### src/rtl/eth_tx_arbiter_pkg.sv
// eth_tx_arbiter_pkg: shared networking constants, transmit arbiter state type and clog2 helper.
package eth_tx_arbiter_pkg;
   localparam int BYTE_LEN = 8;
   localparam int ETH_MAX_PAYLOAD_LEN = 1500;
   typedef enum logic [1:0] {IDLE, FRAME, DRAIN} arb_state_e;
   function automatic int clog2(input int v);
      int r;
      for (r = 0; (1 << r) < v; r++) ;
      return r;
   endfunction
endpackage

### src/rtl/eth_tx_arbiter_rr.sv
// rr_arbiter: combinational round-robin scan; first set request strictly after ptr_i wins.
module rr_arbiter import eth_tx_arbiter_pkg::*; #(
   parameter int N = 2,
   localparam int PW = (N > 1) ? clog2(N) : 1
) (
   input  logic [N-1:0]  req_i,
   input  logic [PW-1:0] ptr_i,
   output logic [N-1:0]  grant_o,
   output logic [PW-1:0] idx_o,
   output logic          any_o
);
   // Scan from the farthest candidate down so the nearest one after ptr_i is written last.
   always_comb begin
      grant_o = '0;
      idx_o = ptr_i;
      any_o = |req_i;
      for (int k = N; k >= 1; k--) begin
         if (req_i[(int'(ptr_i) + k) % N]) begin
            grant_o = N'(1) << ((int'(ptr_i) + k) % N);
            idx_o = PW'((int'(ptr_i) + k) % N);
         end
      end
   end
endmodule

### src/rtl/eth_tx_arbiter.sv
// eth_tx_arbiter: round-robin frame scheduler sharing one eth_generator between NUM_REQ payload sources.
// Define ETH_TX_ARB_WDOG_EN to abort frames whose gen_done does not arrive within WDOG_CYCLES.
module eth_tx_arbiter import eth_tx_arbiter_pkg::*; #(
   parameter int NUM_REQ = 2,
   parameter int MAX_PAYLOAD = ETH_MAX_PAYLOAD_LEN,
   parameter int WDOG_CYCLES = 65535
) (
   input  logic                  clk,
   input  logic                  rst,
   input  logic [NUM_REQ-1:0]    req,
   input  logic [NUM_REQ-1:0]    req_inclk,
   input  logic [NUM_REQ*8-1:0]  req_in,
   input  logic [NUM_REQ-1:0]    req_done,
   output logic [NUM_REQ-1:0]    req_readclk,
   output logic [NUM_REQ-1:0]    grant,
   output logic                  busy,
   output logic                  gen_start,
   output logic                  gen_inclk,
   output logic [7:0]            gen_in,
   output logic                  gen_in_done,
   input  logic                  gen_upstream_readclk,
   input  logic                  gen_done,
   output logic                  trunc,
   output logic                  wdog_err
);
   localparam int PW = (NUM_REQ > 1) ? clog2(NUM_REQ) : 1;
   localparam int CW = clog2(MAX_PAYLOAD + 1);
   if (NUM_REQ < 1 || NUM_REQ > 8 || MAX_PAYLOAD < 1 || WDOG_CYCLES < 1) begin : g_bad_cfg
      $error("eth_tx_arbiter: parameter out of range");
   end
   arb_state_e state_q;
   logic [NUM_REQ-1:0] grant_q, arb_grant;
   logic [PW-1:0] ptr_q, arb_idx;
   logic [CW-1:0] byte_cnt_q;
   logic gen_start_q, trunc_q, wdog_err_q, arb_any, in_frame, at_limit, abort;
   rr_arbiter #(.N(NUM_REQ)) u_rr (
      .req_i(req), .ptr_i(ptr_q), .grant_o(arb_grant), .idx_o(arb_idx), .any_o(arb_any)
   );
   // ptr_q doubles as the owner index while a frame is in progress.
   assign in_frame = state_q == FRAME;
   assign at_limit = byte_cnt_q == CW'(MAX_PAYLOAD);
   assign gen_inclk = in_frame && req_inclk[ptr_q] && !at_limit;
   assign gen_in = req_in[ptr_q*BYTE_LEN +: BYTE_LEN];
   assign gen_in_done = in_frame && (req_done[ptr_q] || at_limit);
   assign req_readclk = in_frame ? NUM_REQ'(gen_upstream_readclk) << ptr_q : '0;
   assign grant = grant_q;
   assign busy = state_q != IDLE;
   assign gen_start = gen_start_q;
   assign trunc = trunc_q;
   assign wdog_err = wdog_err_q;
`ifdef ETH_TX_ARB_WDOG_EN
   localparam int WW = clog2(WDOG_CYCLES + 1);
   logic [WW-1:0] wdog_q;
   always_ff @(posedge clk)
      wdog_q <= (rst || state_q == IDLE) ? '0 : wdog_q + 1'b1;
   assign abort = !gen_done && wdog_q == WW'(WDOG_CYCLES - 1);
`else
   assign abort = 1'b0;
`endif
   always_ff @(posedge clk) begin
      gen_start_q <= 1'b0;
      trunc_q <= 1'b0;
      wdog_err_q <= 1'b0;
      if (rst) begin
         state_q <= IDLE;
         grant_q <= '0;
         ptr_q <= PW'(NUM_REQ - 1);
         byte_cnt_q <= '0;
      end else begin
         if (gen_inclk) byte_cnt_q <= byte_cnt_q + 1'b1;
         case (state_q)
            IDLE: if (arb_any) begin
               state_q <= FRAME;
               grant_q <= arb_grant;
               ptr_q <= arb_idx;
               gen_start_q <= 1'b1;
               byte_cnt_q <= '0;
            end
            FRAME, DRAIN: if (gen_done || abort) begin
               state_q <= IDLE;
               grant_q <= '0;
               wdog_err_q <= abort;
            end else if (in_frame && gen_in_done && gen_upstream_readclk) begin
               state_q <= DRAIN;
               trunc_q <= at_limit && !req_done[ptr_q];
            end
            default: state_q <= IDLE;
         endcase
      end
   end
endmodule

### config.mk
export PLATFORM = sky130hd
export DESIGN_NAME = eth_tx_arbiter
export DESIGN_NICKNAME = d
export VERILOG_FILES = /design/src/rtl/eth_tx_arbiter_pkg.sv /design/src/rtl/eth_tx_arbiter_rr.sv /design/src/rtl/eth_tx_arbiter.sv
export SDC_FILE = /design/constraint.sdc
export NUM_CORES = 1
export LEC_CHECK = 0
export CAP_MARGIN = 20
export CORE_ASPECT_RATIO = 1.5
export CORE_MARGIN = 3
export CORE_UTILIZATION = 43
export DETAILED_ROUTE_END_ITERATION = 8
export GPL_TIMING_DRIVEN = 0
export PLACE_DENSITY = 0.78
export SYNTH_ARGS = -nofsm -noshare
export SYNTH_HDL_FRONTEND = slang
export SYNTH_SLANG_ARGS = --single-unit
### constraint.sdc
create_clock -name clk -period 2.69 [get_ports clk]
set_clock_uncertainty 0.2 [all_clocks]
set_input_delay 0.269 -clock clk [delete_from_list [all_inputs] [get_ports clk]]
set_output_delay 0.269 -clock clk [all_outputs]
set_load 0.05 [all_outputs]
==> flow_summary.toml, run 1 <==
[logic_synthesis]
yosys_warnings = 0
yosysSeqAreaShare = 0.309
synth.most_common_cell = "dfxtp_1"
synth_area_leaders = "dfxtp_1 31%, mux2_2 8.7%, ha_1 6.4%"
synth_top_area_share = 0.309
synth_flop_cell = "dfxtp_1"
synth-seq-cells = 18
synth_cell_types = 33
synth_fp_nets = 176
ys_async_sr_fraction = 0
syn_area_per_cell_um2 = 8.09
syn_inst = 144
synth_edf_count = 0
yosys.area.top_type = "dfxtp_1"
syn_area_um2 = 1160
synth_top_cells_by_count = "18 x dfxtp_1, 14 x a21oi_1, 11 x inv_1, 9 x mux2_2, 8 x nor2_1"

[grt]
grt_use_total = 0.179
grt-ovfl-total = 0
grt_max_degree = 11
antenna_found_initial = 0
grt_pass1_wl_mm = 4.95
grt_pass1_vias = 1205

[power]
power.density_nw_per_um2 = 482
p_leak_nw = 0.609
vdd_ir_drop_max_uv = 294
p_total_w = 0.000791

[sta]
fin_crit_sh = 0.939
fmax_mhz = 396
holdWs_ns = 0.289
relSlewSlack = 0.597
drv_slew = 0
setup_viol = 0
rsz0062_at_grt = "false"
fin_crit_ns = 2.53
final_hold_viol_count = 0
tightest_slew_ns = 0.598

[placed_design]
io_buffers = 42
place_area_um2 = 1630
hpwl_mm = 2.48
globalplace.congestion = 0.849
placed_cells = 222

[clock_tree]
cts.clk_slew.worst_paths_ns = 0.11
numCtsBuffers = 3
ctsHtreeMaxLevel = 1
post_cts_buffers = 0
cts_buffer_depth = 2
clk_latency_ns = 0.30
cts_sinks = 18
cts_hold_buf = 0
cts_tree = "built"
ctsRootBufferMaster = "clkbuf_4"

[critical_path]
setup.worst_path.start_class = "register"
crit_required_ns = 2.22
critPathMaxFanout = 10
path_class = "register to output pin"
cp-end-kind = "output pin"
cp.arrival_ns = 2.06

[final_layout]
drive_above_1_share = 0.117
nets = 222
area_growth_syn_to_layout_pct = 40.9
num_antenna_cells = 0
final_cell_count_no_fill = 224
stdcell_area_um2 = 1640

[drt]
via_per_inst = 5.54
drc_errors = 0
drtIter0Drc = 27
wirelength_mm = 3.09
firstDrtPassIters = 4
postRouteAntennaNets = 0
wl_per_cell_um = 13.8
route.vias.total = 1240

[flow_run]
drv_cap = 0

[min_path]
hold_path.class = "register to register"

[floorplanning]
pin_count = 44
fp.dieH_um = 69.7
rows = 22
die_area_um2 = 3380
dieWidth_um = 48.5
initial_utilization = 0.465
core-area_um2 = 2500

[outcome]
status = "finished, final reports clean"
==> layout by cell type, fill, tap and decap left out, types with 3 or more instances in the layout <==
master / count
clkbuf_2: 3
or4_1: 5
nand2b_1: 5
mux2i_1: 3
inv_1: 11
nand3_1: 6
o21a_1: 3
nand2_1: 7
nor2_1: 8
nor3_1: 4
o21ai_0: 6
o31ai_1: 5
or3_1: 4
nor4_1: 3
a21oi_1: 14
clkdlybuf4s50_1: 37
clkbuf_4: 3
ha_1: 6
mux2_2: 9
dfxtp_1: 18
clkbuf_1: 3
==> layout make-up <==
| cell class | instances | area (um2) |
|---|---|---|
| tap | 36 | 45.0 |
| clock buffer | 3 | 22.5 |
| buffer | 8 | 41.3 |
| multi-input combinational | 106 | 721 |
| inverter | 11 | 41.3 |
| fill | 214 | 863 |
| sequential | 18 | 360 |
| timing repair buffer | 42 | 410 |
==> critical path, stage by stage (launching register included) <==
cell             delay (ns)
dfxtp_1                0.32
buf_4                  0.14
clkbuf_2               0.23
mux2_2                 0.36
clkdlybuf4s50_1        0.70
==> path summary, 6_finish.rpt <==
kind	from	end	slack (ns)	depth (start not counted)
worst max-delay path	ptr_q	gen_in[7]	0.16	4
worst min-delay path	grant[1]	grant[1]	0.29	2
worst max register to register	state_q[1]	byte_cnt_q[10]	0.42	7
worst min register to register	grant[1]	grant[1]	0.29	2
==> per-stage QoR <==
stage	setup WS (ns)	util	TNS, ns
2_1_floorplan	0.406	-	0
3_3_place_gp	-0.0633	0.651	-0.0633
3_5_place_dp	-0.148	0.651	-0.155
4_1_cts	0.000102	0.659	0
5_1_grt	0.0780	0.655	0
6_report	0.165	0.655	0
==> kinds of logic after synthesis <==
family	count (synthesis)	synth area share
other	1	0.00322
buffers and inverters	20	0.0720
multiplexers	12	0.113
flip-flops	18	0.309
AND/OR/NAND/NOR	50	0.237
AO/OA/AOI/OAI	37	0.201
adder cells (fa/ha/maj)	6	0.0644
==> repair_timing <==
action / 4_1_cts / 5_1_grt
setup endpoints to repair: 4 / 9
hold endpoints to repair: 0 / 0
resized for setup: 7 / 8
==> routing by layer <==
metal / wire [um] / GRT usage
met1: 1210 / 0.180
met2: 1640 / 0.337
met3: 209 / 0.0473
met4: 33 / 0.0759
met5: 0 / 0
==> state kept, by name (all words and copies together), names as in the netlist <==
signal and flops:
byte_cnt_q 11, gen_start 1, grant 2, ptr_q 1
state_q 2, trunc 1
==> power breakdown <==
group          switching [W]  internal [W]
clock              0.0000817     0.0000521
sequential        0.00000896      0.000281
combinational       0.000226      0.000140
No activity file was read; power rests on OpenSTA's default activity.
==> run 2: changes to the inputs <==
- ABC_CLOCK_PERIOD_IN_PS: default -> 2690
==> results of run 2 <==
Final layout, timing and power as in run 1 (identical DEF).
